===== src/rtl/ws2812_frame_ctrl.sv =====
// Double-buffered pixel-memory controller for a WS2812 strip driver.
// The host fills the back bank; banks swap only on a driver frame boundary.
module ws2812_frame_ctrl #(
    parameter int LED_COUNT = 300,
    parameter int ADDR_W    = 9
) (
    input  logic              clk_i,
    input  logic              rst_n_i,
    input  logic              wr_valid_i,
    output logic              wr_ready_o,
    input  logic [ADDR_W-1:0] wr_addr_i,
    input  logic [23:0]       wr_data_i,
    input  logic              commit_i,
    input  logic              clear_i,
    input  logic [ADDR_W-1:0] drv_addr_i,
    input  logic              frame_sync_i,
    output logic [ADDR_W:0]   ram_raddr_o,
    output logic              ram_we_o,
    output logic [ADDR_W:0]   ram_waddr_o,
    output logic [23:0]       ram_wdata_o,
    output logic              front_bank_o,
    output logic              busy_o,
    output logic              addr_err_o,
    output logic [15:0]       frame_count_o
);

    // state   | meaning
    // IDLE    | host writes accepted into the back bank
    // CLEAR   | zero-filling the back bank, one word per cycle
    // PENDING | back bank committed, waiting for frame_sync_i to swap
    typedef enum logic [1:0] {
        ST_IDLE    = 2'd0,
        ST_CLEAR   = 2'd1,
        ST_PENDING = 2'd2
    } state_t;

    localparam logic [ADDR_W:0]   LED_CNT  = (ADDR_W+1)'(LED_COUNT);
    localparam logic [ADDR_W-1:0] LAST_IDX = ADDR_W'(LED_COUNT - 1);

    state_t            state;
    logic [ADDR_W-1:0] clr_cnt;
    logic              commit_pend;
    logic              back_bank;
    logic              wr_accept;
    logic              wr_in_range;

    assign back_bank   = ~front_bank_o;
    assign ram_raddr_o = {front_bank_o, drv_addr_i};
    assign wr_accept   = wr_valid_i & wr_ready_o;
    assign wr_in_range = ({1'b0, wr_addr_i} < LED_CNT);

    always_ff @(posedge clk_i or negedge rst_n_i) begin
        if (!rst_n_i) begin
            state         <= ST_IDLE;
            clr_cnt       <= '0;
            commit_pend   <= 1'b0;
            front_bank_o  <= 1'b0;
            wr_ready_o    <= 1'b0;
            busy_o        <= 1'b0;
            ram_we_o      <= 1'b0;
            ram_waddr_o   <= '0;
            ram_wdata_o   <= '0;
            addr_err_o    <= 1'b0;
            frame_count_o <= '0;
        end else begin
            ram_we_o <= 1'b0;
            if (frame_sync_i) begin
                frame_count_o <= frame_count_o + 16'd1;
            end

            case (state)
                ST_IDLE: begin
                    if (wr_accept) begin
                        if (wr_in_range) begin
                            ram_we_o    <= 1'b1;
                            ram_waddr_o <= {back_bank, wr_addr_i};
                            ram_wdata_o <= wr_data_i;
                        end else begin
                            addr_err_o <= 1'b1;
                        end
                    end
                    // Clear wins; a simultaneous commit is held until the fill ends.
                    if (clear_i) begin
                        state       <= ST_CLEAR;
                        clr_cnt     <= '0;
                        commit_pend <= commit_i;
                        busy_o      <= 1'b1;
                        wr_ready_o  <= 1'b0;
                    end else if (commit_i) begin
                        state      <= ST_PENDING;
                        busy_o     <= 1'b1;
                        wr_ready_o <= 1'b0;
                    end else begin
                        wr_ready_o <= 1'b1;
                    end
                end

                ST_CLEAR: begin
                    ram_we_o    <= 1'b1;
                    ram_waddr_o <= {back_bank, clr_cnt};
                    ram_wdata_o <= '0;
                    if (clr_cnt == LAST_IDX) begin
                        commit_pend <= 1'b0;
                        if (commit_pend || commit_i) begin
                            state <= ST_PENDING;
                        end else begin
                            state      <= ST_IDLE;
                            busy_o     <= 1'b0;
                            wr_ready_o <= 1'b1;
                        end
                    end else begin
                        clr_cnt     <= clr_cnt + ADDR_W'(1);
                        commit_pend <= commit_pend | commit_i;
                    end
                end

                ST_PENDING: begin
                    if (frame_sync_i) begin
                        front_bank_o <= ~front_bank_o;
                        state        <= ST_IDLE;
                        busy_o       <= 1'b0;
                        wr_ready_o   <= 1'b1;
                    end
                end

                default: begin
                    state      <= ST_IDLE;
                    busy_o     <= 1'b0;
                    wr_ready_o <= 1'b0;
                end
            endcase
        end
    end

endmodule

===== config.mk =====
export PLATFORM = sky130hd
export DESIGN_NAME = ws2812_frame_ctrl
export DESIGN_NICKNAME = d
export VERILOG_FILES = /design/src/rtl/ws2812_frame_ctrl.sv
export SDC_FILE = /design/constraint.sdc
export NUM_CORES = 1
export LEC_CHECK = 0
export BUFFER_PORTS_ARGS = -buffer_cell sky130_fd_sc_hd__buf_2
export CAP_MARGIN = 25
export CORE_MARGIN = 3
export CORE_UTILIZATION = 40
export DETAILED_ROUTE_END_ITERATION = 8
export GPL_TIMING_DRIVEN = 1
export HOLD_SLACK_MARGIN = 0.03
export PLACE_DENSITY = 0.66
export SYNTH_ARGS = -nofsm -noshare
export SYNTH_HDL_FRONTEND = slang
export SYNTH_SLANG_ARGS = --single-unit

===== constraint.sdc =====
create_clock -name clk_i -period 4.2 [get_ports clk_i]
set_input_delay 0.42 -clock clk_i [delete_from_list [all_inputs] [get_ports clk_i]]
set_output_delay 0.42 -clock clk_i [all_outputs]
set_load 0.02 [all_outputs]

==> results.cfg <==
[run_status]
status = complete, no violations

[grt]
antenna_found_initial = 0
grt_max_degree = 41
grt_pass1_wl_mm = 11.2
grt_pass1_vias = 2328
gr-total-overflow = 0
grtUsageTotal_pct = 16.0

[critical_path]
worstSetupPathType = flip-flop to flip-flop
crit_cells = 6
worst_ep_required_time_ps = 4420
critPathBufInv = 1
path_max_fanout = 34
rr_startpoint = state[0]
endpoint_kind = flip-flop
critPathArrivalTime_ps = 2730
rrSetupSlack_ps = 1700
cp_slowest_cell = a21boi_4
worstPathCellList = inv_1, ha_1, and3_1, o211ai_2, a21boi_4, mux2_2
timing.rr.end = ram_waddr_o[0]
ff2ff_path_depth = 6
cpPeakStageDelay_ps = 800
crit_family = compound AO/OA/AOI/OAI gates
start_kind = flip-flop

[die]
die_h_um = 95.5
core_um2 = 7770
io-pin-count = 113
start_util_pct = 41.3
die_w_um = 95.5
row_count = 32
fp.dieArea_um2 = 9130

[yosys]
synth_top_area_share_pct = 52.3
synth.area.mux_share_pct = 7.57
netlist_top_cells_count = dfrtp_1, a22o_1, nor2_1
synth_xor_area_share_pct = 5.46
yosys_register_bits = 67
yosysUniqueCellTypes = 47
yosysSeqAreaShare_pct = 52.3
syn-num-nets = 328
netlist_area_um2 = 3210
synth_ff_type = dfrtp_1
synthAdderAreaFrac_pct = 2.34
synth-compound-area-share_pct = 14.0
synth.area.top_cells = dfrtp_1, a22o_1, mux2_2
syn_inst = 274
yosysMostFrequentCell = dfrtp_1
synth.avg_cell_area_um2 = 11.7
yosys.area_share.simple_pct = 12.8
synth_edf_count = 0
async_reset_ff_share_pct = 100
yosys_warnings = 0
synth_top_family_by_area = compound AO/OA/AOI/OAI gates
yosys.area.top_type = dfrtp_1

[clock_tree]
tritoncts = built
clk_path_buf_depth = 2
clkSlewWorstSetupHoldPaths_ps = 80
clock-sinks = 67
postCtsResizedCells = 0
cts_buffers = 9
cts-root-buf = clkbuf_8
hold_buffers = 0
htreeDepth = 3
clk_latency_ps = 340
postCtsSetupBuffers = 0

[sta]
finalSetupTns_ps = 0
hold_violations = 0
slew_headroom_pct = 35.7
skew_ps = 10.5
finalCritPeriodShare_pct = 59.6
rsz0062_at_grt = no
setup_viol = 0
worst_pin_slew_ps = 963
finalMaxSlewViolations = 0
fin_crit_ps = 2500
fmax_mhz = 399

[place]
place_congestion = 0.860
place_inst = 451
hpwl_mm = 5.08
io_buffers = 94

[layout]
final_cells = 467
nets = 414
area_delta_synth_final_pct = 21.0
layout-drive-gt1-share_pct = 38.9
num_antenna_cells = 0

[routing]
drt-total-wl_mm = 7.04
wl_per_cell_um = 15.1
ant_nets = 0
drc_errors = 0
initialDrtViolationCount = 98
vias = 2403
vias_per_cell = 5.15
firstDrtPassIters = 4

[run]
maxCapViolations = 0

[power_and_ir_drop]
power.density_nw_per_um2 = 701
irDropWorstVdd_v = 0.000433
power.leakage_nw = 1.96

[hold_path]
hp-class = input pin to asynchronous set/reset pin
[layout make-up]
class	count	area [um^2]
flip-flops and latches	67	1680
repair buffers	96	485
clock buffers	10	138
fillers	736	3890
inverters	10	37.5
clock inverters	6	65.1
well taps	102	128
multi-input cells	176	1350
[through the flow]
stage / power [mW] / util [%] / setup slack, ps / instance area [um^2] / hold WS, ps
final: 2.72 / 50.0 / 1700 / 3880 / 91.0
after global routing: 2.91 / 50.0 / 1520 / 3880 / 135
after CTS: 2.76 / 50.0 / 1660 / 3880 / 91.9
after detailed placement: 2.21 / 47.4 / 1670 / 3680 / 465
after global placement: 2.19 / 47.4 / 1740 / 3680 / 460
after floorplan: 1.87 / - / 2410 / 3210 / 124
[worst max-delay path by stage]
| stage | start | end |
|---|---|---|
| 4_1_cts | state[0] | ram_waddr_o[4] |
| 5_1_grt | state[0] | ram_waddr_o[1] |
| 2_1_floorplan | state[0] | ram_waddr_o[4] |
| 6_report | state[0] | ram_waddr_o[0] |
| 3_3_place_gp | state[0] | ram_waddr_o[0] |
| 3_5_place_dp | state[0] | ram_waddr_o[2] |
[power by group]
group          internal [mW]  total (mW)  switching [mW]  leakage (nW)
combinational          0.463        1.13           0.668         0.988
sequential             0.873        1.05           0.180         0.869
clock                  0.290       0.535           0.245         0.102
[sequential cells by signal (all words and copies together), names as in the netlist]
| name | flops |
|---|---|
| addr_err_o | 1 |
| busy_o | 1 |
| clr_cnt | 9 |
| commit_pend | 1 |
| frame_count_o | 16 |
| front_bank_o | 1 |
| ram_waddr_o | 10 |
| ram_wdata_o | 24 |
| ram_we_o | 1 |
| state | 2 |
| wr_ready_o | 1 |
[layer usage]
| metal | track usage [%] | vias to the layer above | share of wire (%) |
|---|---|---|---|
| met4 | 7.58 | 0 | 1.7 |
| met3 | 3.79 | 8 | 7.3 |
| met2 | 24.8 | 79 | 45 |
| met1 | 21.2 | 1170 | 46 |
| li1 | - | 1146 | - |
| met5 | 0 | - | 0 |
[cell usage in the layout, fill, tap and decap left out, drive strengths merged, types with 3 or more instances in the layout]
master and instances:
a21oi 7, a22o 24, buf 96, clkbuf 10, clkinv 4, dfrtp 67, ha 6, inv 10
mux2 18, mux2i 4, nand2 17, nand3 10, nand4 5, nor2 18, nor3 4, nor4 3
o21ai 14, xnor2 15, xor2 5
[cell families (layout without fill, tap and decap cells)]
| logic type | after synthesis | in the layout |
|---|---|---|
| simple gates | 70 | 70 |
| flops | 67 | 67 |
| compound gates | 58 | 58 |
| buf+inv | 31 | 122 |
| mux | 22 | 22 |
| xor+xnor | 20 | 20 |
| fa+ha+maj | 6 | 6 |
Note: power is estimated with default switching activity, not from simulation.
